[src/rtl/alu_pkg.sv]
// Shared ALU definitions: opcode constants and the command/result records
// carried through the issue queue.
package alu_pkg;

  localparam int ALU_W = 8;

  localparam logic [2:0] ADD_U = 3'b000;
  localparam logic [2:0] ADD_S = 3'b001;
  localparam logic [2:0] SUB_U = 3'b010;
  localparam logic [2:0] SUB_S = 3'b011;
  localparam logic [2:0] AND   = 3'b100;
  localparam logic [2:0] OR    = 3'b101;
  localparam logic [2:0] XOR   = 3'b110;
  localparam logic [2:0] DIV2  = 3'b111;

  typedef struct packed {
    logic [2:0]       opcode;
    logic [ALU_W-1:0] a;
    logic [ALU_W-1:0] b;
  } cmd_t;

  typedef struct packed {
    logic [2:0]       opcode;
    logic [ALU_W-1:0] result;
    logic             carry;
    logic             overflow;
    logic             zero;
  } res_t;

endpackage

[src/rtl/sync_fifo.sv]
// Synchronous FIFO without bypass; head is presented combinationally and reads
// as zero while empty. Pointers carry one extra bit to separate full from empty.
module sync_fifo #(
  parameter int WIDTH = 8,
  parameter int DEPTH = 4
) (
  input  logic                       clk,
  input  logic                       reset,
  input  logic                       push,
  input  logic                       pop,
  input  logic [WIDTH-1:0]           wdata,
  output logic [WIDTH-1:0]           rdata,
  output logic                       full,
  output logic                       empty,
  output logic [$clog2(DEPTH):0]     count
);

  localparam int AW    = (DEPTH > 1) ? $clog2(DEPTH) : 1;
  localparam int SLOTS = 1 << AW;

  logic [WIDTH-1:0] mem [SLOTS];
  logic [AW:0]      wr_ptr;
  logic [AW:0]      rd_ptr;
  logic             do_push;
  logic             do_pop;

  // Storage slots may outnumber DEPTH when DEPTH is not a power of two.
  assign count   = wr_ptr - rd_ptr;
  assign full    = (count == (AW+1)'(DEPTH));
  assign empty   = (wr_ptr == rd_ptr);
  assign do_push = push && !full;
  assign do_pop  = pop && !empty;
  assign rdata   = empty ? '0 : mem[rd_ptr[AW-1:0]];

  always_ff @(posedge clk or negedge reset) begin
    if (!reset) begin
      wr_ptr <= '0;
      rd_ptr <= '0;
    end else begin
      if (do_push) wr_ptr <= wr_ptr + (AW+1)'(1);
      if (do_pop)  rd_ptr <= rd_ptr + (AW+1)'(1);
    end
  end

  always_ff @(posedge clk) begin
    if (do_push) mem[wr_ptr[AW-1:0]] <= wdata;
  end

endmodule

[src/rtl/alu_issue_queue.sv]
// Command queue and credit-controlled result buffer around an ALU.
// Optional feature macro: ALU_ISSUE_STICKY_EN (sticky carry/overflow flags).
module alu_issue_queue
  import alu_pkg::*;
#(
  parameter int NUMBITS = ALU_W,
  parameter int DEPTH   = 4,
  parameter int ALU_LAT = 1
) (
  input  logic                     clk,
  input  logic                     reset,
  input  logic                     in_valid,
  output logic                     in_ready,
  input  logic [2:0]               in_opcode,
  input  logic [NUMBITS-1:0]       in_a,
  input  logic [NUMBITS-1:0]       in_b,
  output logic [NUMBITS-1:0]       alu_a,
  output logic [NUMBITS-1:0]       alu_b,
  output logic [2:0]               alu_opcode,
  output logic                     alu_issue,
  input  logic [NUMBITS-1:0]       alu_result,
  input  logic                     alu_carryout,
  input  logic                     alu_overflow,
  input  logic                     alu_zero,
  output logic                     out_valid,
  input  logic                     out_ready,
  output logic [NUMBITS-1:0]       out_result,
  output logic [2:0]               out_opcode,
  output logic                     out_carry,
  output logic                     out_overflow,
  output logic                     out_zero,
  output logic [$clog2(DEPTH):0]   cmd_count,
  input  logic                     clr_sticky,
  output logic [1:0]               sticky_flags
);

  localparam int RES_DEPTH = ALU_LAT + 2;
  localparam int CW        = $clog2(RES_DEPTH + 1);

  cmd_t                        cmd_in;
  cmd_t                        cmd_head;
  res_t                        res_in;
  res_t                        res_head;
  logic                        cmd_full;
  logic                        cmd_empty;
  logic                        res_full;
  logic                        res_empty;
  logic [$clog2(RES_DEPTH):0]  res_count;
  logic [CW-1:0]               credits;
  logic [ALU_LAT-1:0]          pipe_valid;
  logic [2:0]                  pipe_op [ALU_LAT];
  logic                        out_fire;
  logic                        unused_res;

  assign cmd_in   = '{opcode: in_opcode, a: in_a, b: in_b};
  assign in_ready = !cmd_full;

  sync_fifo #(.WIDTH($bits(cmd_t)), .DEPTH(DEPTH)) u_cmd_fifo (
    .clk   (clk),
    .reset (reset),
    .push  (in_valid && in_ready),
    .pop   (alu_issue),
    .wdata (cmd_in),
    .rdata (cmd_head),
    .full  (cmd_full),
    .empty (cmd_empty),
    .count (cmd_count)
  );

  assign alu_issue  = !cmd_empty && (credits != '0);
  assign alu_a      = cmd_head.a;
  assign alu_b      = cmd_head.b;
  assign alu_opcode = cmd_head.opcode;
  assign out_fire   = out_valid && out_ready;

  // One credit per result slot guarantees every in-flight op has a landing place.
  always_ff @(posedge clk or negedge reset) begin
    if (!reset) begin
      credits <= CW'(RES_DEPTH);
    end else begin
      case ({alu_issue, out_fire})
        2'b10:   credits <= credits - CW'(1);
        2'b01:   credits <= credits + CW'(1);
        default: credits <= credits;
      endcase
    end
  end

  // Issue tag and opcode travel alongside the op until its result appears.
  always_ff @(posedge clk or negedge reset) begin
    if (!reset) begin
      pipe_valid <= '0;
      for (int i = 0; i < ALU_LAT; i++) pipe_op[i] <= 3'b000;
    end else begin
      pipe_valid[0] <= alu_issue;
      pipe_op[0]    <= cmd_head.opcode;
      for (int i = 1; i < ALU_LAT; i++) begin
        pipe_valid[i] <= pipe_valid[i-1];
        pipe_op[i]    <= pipe_op[i-1];
      end
    end
  end

  assign res_in = '{opcode:   pipe_op[ALU_LAT-1],
                    result:   alu_result,
                    carry:    alu_carryout,
                    overflow: alu_overflow,
                    zero:     alu_zero};

  sync_fifo #(.WIDTH($bits(res_t)), .DEPTH(RES_DEPTH)) u_res_fifo (
    .clk   (clk),
    .reset (reset),
    .push  (pipe_valid[ALU_LAT-1]),
    .pop   (out_fire),
    .wdata (res_in),
    .rdata (res_head),
    .full  (res_full),
    .empty (res_empty),
    .count (res_count)
  );

  assign unused_res   = res_full ^ (^res_count);
  assign out_valid    = !res_empty;
  assign out_result   = res_head.result;
  assign out_opcode   = res_head.opcode;
  assign out_carry    = res_head.carry;
  assign out_overflow = res_head.overflow;
  assign out_zero     = res_head.zero;

`ifdef ALU_ISSUE_STICKY_EN
  logic [1:0] sticky_r;

  // Clear has priority over accumulation from a coincident handshake.
  always_ff @(posedge clk or negedge reset) begin
    if (!reset) begin
      sticky_r <= 2'b00;
    end else if (clr_sticky) begin
      sticky_r <= 2'b00;
    end else if (out_fire) begin
      sticky_r <= sticky_r | {out_overflow, out_carry};
    end else begin
      sticky_r <= sticky_r;
    end
  end

  assign sticky_flags = sticky_r;
`else
  logic unused_clr;
  assign unused_clr   = clr_sticky;
  assign sticky_flags = 2'b00;
`endif

endmodule

[config.mk]
export PLATFORM = sky130hd
export DESIGN_NAME = alu_issue_queue
export DESIGN_NICKNAME = d
export VERILOG_FILES = /design/src/rtl/alu_pkg.sv /design/src/rtl/sync_fifo.sv /design/src/rtl/alu_issue_queue.sv
export SDC_FILE = /design/constraint.sdc
export NUM_CORES = 1
export LEC_CHECK = 0
export BUFFER_PORTS_ARGS = -buffer_cell sky130_fd_sc_hd__buf_2
export CAP_MARGIN = 20
export CORE_MARGIN = 5
export CORE_UTILIZATION = 62
export DETAILED_ROUTE_END_ITERATION = 10
export GPL_ROUTABILITY_DRIVEN = 0
export GPL_TIMING_DRIVEN = 1
export MAX_ROUTING_LAYER = met4
export PLACE_DENSITY_LB_ADDON = 0.2
export SETUP_SLACK_MARGIN = 0.5
export SYNTH_ARGS = -nofsm -noshare
export SYNTH_HDL_FRONTEND = slang
export SYNTH_SLANG_ARGS = --single-unit
[constraint.sdc]
create_clock -name clk -period 6.48 [get_ports clk]
set_input_delay 0.324 -clock clk [delete_from_list [all_inputs] [get_ports clk]]
set_output_delay 0.324 -clock clk [all_outputs]
set_load 0.02 [all_outputs]
==> results.tsv, run 1 <==
metric	value	unit
diode count	0	
area of the multi-input gates	0.00161	sq mm
Worst Hold Class	in -> reg	
Slew headroom	28.3	%
Worst Skew	0.00640	ns
Worst-path clk slew	0.07	ns
antenna violations before repair	0	
non-filler instance count after layout	545	
outcome	finished, final reports clean	
critical path capture point type	flop	
Worst Path Max Fanout	17	
PortBufs	72	
die area	0.0120	sq mm
Synth Area in Adders	3.71	%
CTS resizes	0	
Layout Nets	451	
setup bufs post-CTS	0	
RSZ-0062 raised after global routing	no	
CTS tree	done	
WL/cell	19.6	um
CTS Buf Count	17	
DIE HEIGHT	110	um
clock latency on the worst-skew pair	0.50	ns
Synth Area in XOR/XNOR	2.63	%
Detail Route Antenna Nets	0	
Max Fclk	0.293	GHz
Synth area leaders	edfxtp_1 65%, mux4_2 12%, dfrtp_1 6.5%	
largest net degree at the start of global routing	24	
DP Worst Slack	3.13	ns
# DRC	0	
post-DP HPWL	6.51	mm
Gate Count Post-Synth	311	
grt ovf	0	
Setup WS post-layout	3.07	ns
Final Critical Period	3.41	ns
Yosys top cell area share	64.5	%
mean post-synth cell area	19.7	sq um
Post-Route WL	10.7	mm
Top FF cell, synth	edfxtp_1	
combinational family with the most area after synthesis	multiplexers	
Core Area	0.00973	sq mm
Layout area overhead	17.5	%
maximum clock path buffer count	2	
via count	3032	
initial DRC count	192	
slew of the pin with the lowest slew margin	1.08	ns
FF+latch area	0.00442	sq mm
synth warn	0	
sequential fraction of the synthesis area	71.9	%
Placed Instances	511	
Worst Path Arrival	3.62	ns
ys async rst share	12.0	%
Vias per Instance	5.56	
H-tree depth	4	
Pre-Repair DR Iteration Count	4	
initial core utilization	63.1	%
number of clock sinks	150	
layout cells sized above 1	37.6	%
post-synthesis compound-gate area fraction	1.47	%
Post-synth EDFFs	132	
hold-fix buffers at CTS	1	
maxcap violations	0	
first-pass GRT wire length	16.9	mm
Critical Path Source Type	flop	
#FFs+latches synth	150	
gr usage total	20.4	%
Synth Area in Simple Gates	5.34	%
Distinct cells, synth	36	
Slew Viols, Final	0	
synthesized area	0.00614	sq mm
Worst Setup Path Type	reg -> reg	
setup TNS	0	ns
num ports	76	
Site Rows	36	
Chip Width	110	um
hold violation total from the final report	0	
post-synthesis mux area share	12.9	%
Final period util	52.7	%
Yosys top cell by area	edfxtp_1	
required time of the critical path	6.69	ns
Setup-failing EPs final	0	
vias in the first global route	3133	
fill cell count	620	
Root Buffer	clkbuf_8	
-- per-layer routing --
layer | up-vias | track usage [%] | wire length (um) | part of all wire (%)
li1 | 1370 | - | - | -
met1 | 1565 | 25.4 | 4210 | 39
met2 | 87 | 33.0 | 5760 | 54
met3 | 10 | 5.70 | 614 | 5.7
met4 | 0 | 6.59 | 112 | 1.0
met5 | - | - | 0 | 0
-- Yosys cell counts (2+ instances only) --
master      n
inv_1      16
buf_4       3
clkbuf_1    4
mux4_2     33
ha_1       15
edfxtp_1  132
buf_2       4
and2_2      4
xnor2_1     7
dfrtp_1    16
and2b_1    13
nand2_1     4
nor2_1      8
dfstp_2     2
mux2_2      3
a211o_1     2
nor2b_1    20
fa_1        2
xor2_1      6
-- sequential cells by signal (all words and copies together) (netlist names) --
| name | count |
|---|---|
| u_cmd_fifo.rd_ptr | 3 |
| u_cmd_fifo.mem | 76 |
| u_cmd_fifo.wr_ptr | 3 |
| u_res_fifo.mem | 56 |
| pipe_op | 3 |
| credits | 2 |
| u_res_fifo.wr_ptr | 3 |
| u_res_fifo.rd_ptr | 3 |
| pipe_valid | 1 |
-- stage by stage --
stage | utilization, % | hold slack (ns) | instance area, sq um
3_5_place_dp | 68.4 | 0.290 | 6660
4_1_cts | 74.1 | 0.00524 | 7210
5_1_grt | 74.2 | 0.00562 | 7220
6_report | 74.2 | 0.0299 | 7220
3_3_place_gp | 68.4 | 0.284 | 6660
2_1_floorplan | - | 0.0284 | 6140
-- cells in the final DEF (no fill, tap or decap), types with 6 or more instances in the layout --
cell        instances
mux4_2             33
and2b_1            13
edfxtp_1          132
clkbuf_16          16
nor2b_1            20
xor2_1              6
ha_1               15
xnor2_1             7
buf_4               7
inv_1              16
nor2_1              8
clkinvlp_4          6
buf_2              72
dfrtp_1            16
-- cells by family (layout without fill, tap and decap cells) --
logic type | count (synthesis) | count (layout)
AO/OA/AOI/OAI | 9 | 9
other | 1 | 2
buffers and inverters | 28 | 128
XOR/XNOR | 15 | 15
AND/OR/NAND/NOR | 54 | 54
multiplexers | 37 | 37
flip-flops | 150 | 150
adder cells (fa/ha/maj) | 17 | 17
-- path summary, 6_finish.rpt --
| kind | depth (start not counted) | start | slack (ns) | to |
|---|---|---|---|---|
| worst max register to register | 7 | u_res_fifo.rd_ptr[0] | 3.07 | u_res_fifo.mem[0][2] |
| worst min register to register | 0 | pipe_op[2] | 0.50 | u_res_fifo.mem[3][13] |
| max in group asynchronous | 2 | reset | 5.86 | credits[1] |
| min in group asynchronous | 2 | reset | 0.29 | u_cmd_fifo.wr_ptr[0] |
| worst min-delay path | 1 | in_b[3] | 0.03 | u_cmd_fifo.mem[2][3] |
| worst max-delay path | 7 | u_res_fifo.rd_ptr[0] | 3.07 | u_res_fifo.mem[0][2] |
-- area by class of cell --
type	count	share of cell area (%)
multi-input cells	134	22.3
well taps	133	2.31
clock inverters	13	1.72
flip-flops and latches	150	61.2
inverters	16	0.832
clock buffers	19	5.84
repair buffers	80	5.86
-- critical path, cell delays in order, from the launching register on --
cell,delay [ns]
dfrtp_1,0.98
ha_1,0.30
inv_1,0.06
fa_1,0.40
xnor3_1,0.29
o21ai_4,0.09
nor2_1,0.69
buf_4,0.30
Power of run 1 is not shown: default switching activity piles up to over one toggle a cycle in this logic, so the estimate is an artifact.
==> inputs of run 2 (changes only) <==
--- a/config.mk
+++ b/config.mk
@@ -5,10 +5,11 @@
 export SDC_FILE = /design/constraint.sdc
 export NUM_CORES = 1
 export LEC_CHECK = 0
+export ABC_AREA = 1
 export BUFFER_PORTS_ARGS = -buffer_cell sky130_fd_sc_hd__buf_2
 export CAP_MARGIN = 20
 export CORE_MARGIN = 5
-export CORE_UTILIZATION = 62
+export CORE_UTILIZATION = 58
 export DETAILED_ROUTE_END_ITERATION = 10
 export GPL_ROUTABILITY_DRIVEN = 0
 export GPL_TIMING_DRIVEN = 1
==> constraint.sdc (replaced) <==
create_clock -name clk -period 3.4 [get_ports clk]
set_input_delay 0.17 -clock clk [delete_from_list [all_inputs] [get_ports clk]]
set_output_delay 0.17 -clock clk [all_outputs]
set_load 0.02 [all_outputs]
==> results.tsv, run 2 <==
metric	value	unit	change
outcome	finished, final reports clean		unchanged
antenna violations before repair	0		unchanged
Slew headroom	61.9	%	was 28.3%
hold violation total from the final report	0		unchanged
RSZ-0062 raised after global routing	no		unchanged
largest net degree at the start of global routing	42		was 24
initial DRC count	293		was 192
diode count	0		unchanged
commonest cells in the netlist	139 x nor2_1, 132 x edfxtp_1, 55 x o21ai_0		was 132 x edfxtp_1, 33 x mux4_2, 20 x nor2b_1
Chip Width	114	um	was 110 um
Worst Path Max Fanout	17		unchanged
Post-synth EDFFs	132		unchanged
Top FF cell, synth	edfxtp_1		unchanged
Site Rows	38		was 36
cells along the critical path	inv_1, ha_1, nand4_2, inv_1, a21oi_1, buf_2		was ha_1, inv_1, fa_1, xnor3_1, o21ai_4, nor2_1, buf_4
Flop pwr share	34.7	%	
first-pass GRT wire length	20.7	mm	was 16.9 mm
#FFs+latches synth	150		unchanged
PortBufs	72		unchanged
DIE HEIGHT	114	um	was 110 um
Sw Ratio	41.7	%	
slew of the pin with the lowest slew margin	0.571	ns	was 1.08 ns
Slew Viols, Final	0		unchanged
clock latency on the worst-skew pair	0.52	ns	was 0.50 ns
ys async rst share	12.0	%	unchanged
peak supply drop	0.616	mV	
Final period util	79.1	%	
Yosys top cell area share	63.0	%	was 64.5%
Post-Route WL	12.4	mm	was 10.7 mm
grt ovf	0		unchanged
via count	4164		was 3032
Worst Hold Class	in -> async		was in -> reg
maxcap violations	0		unchanged
Layout Nets	696		was 451
most numerous cell in the Yosys netlist	nor2_1		was edfxtp_1
number of clock sinks	150		unchanged
Worst-path clk slew	0.06	ns	was 0.07 ns
critical path's largest stage delay	0.59	ns	was 0.98 ns
most used cell, CP	inv_1		
Final Power	8.35	mW	
CTS Buf Count	17		unchanged
post-DP HPWL	7.33	mm	was 6.51 mm
Detail Route Antenna Nets	0		unchanged
Synth area leaders	edfxtp_1 63%, nor2_1 8.3%, dfrtp_1 6.4%		was edfxtp_1 65%, mux4_2 12%, dfrtp_1 6.5%
Max Fclk	0.372	GHz	
Pre-Repair DR Iteration Count	5		was 4
required time of the critical path	3.23	ns	was 6.69 ns
area of the multi-input gates	0.00160	sq mm	was 0.00161 sq mm
Worst Skew	0.0109	ns	was 0.00640 ns
initial core utilization	58.5	%	was 63.1%
Core Area	0.0107	sq mm	was 0.00973 sq mm
H-tree depth	4		unchanged
die area	0.0130	sq mm	was 0.0120 sq mm
static leakage	3.05	nW	
leading cell types in the layout, fill and taps excluded	136 x nor2_1, 132 x edfxtp_1, 72 x buf_2		was 132 x edfxtp_1, 72 x buf_2, 33 x mux4_2
FF+latch area	0.00442	sq mm	about the same
most common cell after layout, fill and taps aside	nor2_1		was edfxtp_1
Vias per Instance	5.23		was 5.56
Critical Path Source Type	flop		unchanged
slowest stage cell, crit path	dfrtp_2		was dfrtp_1
layout cells sized above 1	20.3	%	was 37.6%
sequential fraction of the synthesis area	70.2	%	was 71.9%
synthesized area	0.00629	sq mm	was 0.00614 sq mm
setup TNS	0	ns	unchanged
critical path capture point type	output pin		was flop
NetSw	3.48	mW	
Gate Count Post-Synth	531		was 311
Logic pwr share	44.2	%	
maximum clock path buffer count	2		unchanged
synth warn	0		unchanged
Root Buffer	clkbuf_8		unchanged
max reg flops	76		unchanged
internal power	4.87	mW	
Layout area overhead	21.9	%	was 17.5%
Worst Setup Path Type	reg -> out		was reg -> reg
Setup-failing EPs final	0		unchanged
clock share of power	21.0	%	
WL/cell	15.6	um	was 19.6 um
# DRC	0		unchanged
Power Density	1090	mW/mm^2	
mean post-synth cell area	11.8	sq um	was 19.7 sq um
Final Critical Period	2.69	ns	
Yosys top cell by area	edfxtp_1		unchanged
CTS tree	done		unchanged
num ports	76		unchanged
gr usage total	21.3	%	was 20.4%
fill cell count	747		was 620
setup bufs post-CTS	0		unchanged
vias in the first global route	4269		was 3133
Worst Path Arrival	2.52	ns	was 3.62 ns
Distinct cells, synth	26		was 36
-- run 2: cell count changes in the layout (fill, tap and decap cells not counted), moves of 32 or more --
cell,before,now
nor2_1,8,136
o21ai_0,1,55
nand2_1,4,40
dlygate4sd3_1,1,33
a21oi_1,0,34
mux4_2,33,0
-- run 2: final timing paths --
kind	cells after the start	start	slack, ns	endpoint
max	6	u_res_fifo.rd_ptr[1]	0.71	out_opcode[1]
min	2	reset	0.12	u_res_fifo.rd_ptr[2]
max reg2reg	9	u_res_fifo.rd_ptr[0]	0.96	u_res_fifo.mem[2][11]
min reg2reg	1	credits[0]	0.49	credits[0]
max in group asynchronous	2	reset	2.95	credits[0]
min in group clk	2	in_b[0]	0.39	u_cmd_fifo.mem[0][0]
-- run 2: final cells by class --
type	instances	share of cell area (%)
Clock inverter	14	1.96
Sequential cell	150	57.6
Multi-Input combinational cell	324	20.8
Inverter	33	1.62
Tap cell	140	2.28
Timing Repair Buffer	118	10.3
Clock buffer	17	5.40
-- run 2: routing by layer --
metal | vias to the layer above | wire length, um | track usage (%)
met5 | - | 0 | -
met2 | 138 | 6490 | 36.7
met1 | 1976 | 5050 | 24.9
met4 | 0 | 113 | 6.18
met3 | 9 | 793 | 5.44
li1 | 2041 | - | -
-- run 2: power by group through the flow --
stage,sequential (mW),combinational [mW],clock [mW]
finish,2.90,3.69,1.76
detailed placement,2.94,3.68,0
CTS,2.90,3.74,1.79
floorplan,2.88,2.62,0
global placement,2.91,3.58,0
global route,2.95,4.12,1.89
-- run 2: repair_timing --
action	CTS	global route
resized for setup	1	0
hold buffers	33	0
endpoints found under the hold margin	142	0
endpoints found under the setup margin	14	0
-- run 2: kinds of logic (layout without fill, tap and decap cells) --
family,Yosys count,in the layout,share of synthesized area [%]
buffers and inverters,58,182,4.56
other,1,2,0.0596
adders and majority gates,17,17,3.62
and+or+nand+nor,198,198,12.8
AOI/OAI and AO/OA,103,103,8.20
xor gates and xnor gates,4,4,0.557
DFF,150,150,70.2
-- run 2: worst max-delay path: cells and delay by family (launching register included) --
kind / cells / cell delay, ns
fa+ha+maj: 1 / 0.33
flops: 1 / 0.59
buf+inv: 3 / 0.80
simple gates: 1 / 0.14
compound gates: 1 / 0.13
-- run 2: stage by stage --
step | cells | util, % | setup WS (ns) | hold WS, ns | instance area [sq um]
6_report | 796 | 71.3 | 0.710 | 0.118 | 7670
5_1_grt | 796 | 71.3 | 0.547 | 0.146 | 7670
4_1_cts | 796 | 71.3 | 0.652 | 0.117 | 7670
3_5_place_dp | 732 | 63.0 | 0.775 | 0.137 | 6770
3_3_place_gp | 732 | 63.0 | 0.923 | 0.137 | 6770
2_1_floorplan | 532 | - | 0.699 | -0.126 | 6290
Note: power is estimated with default switching activity, not from simulation.
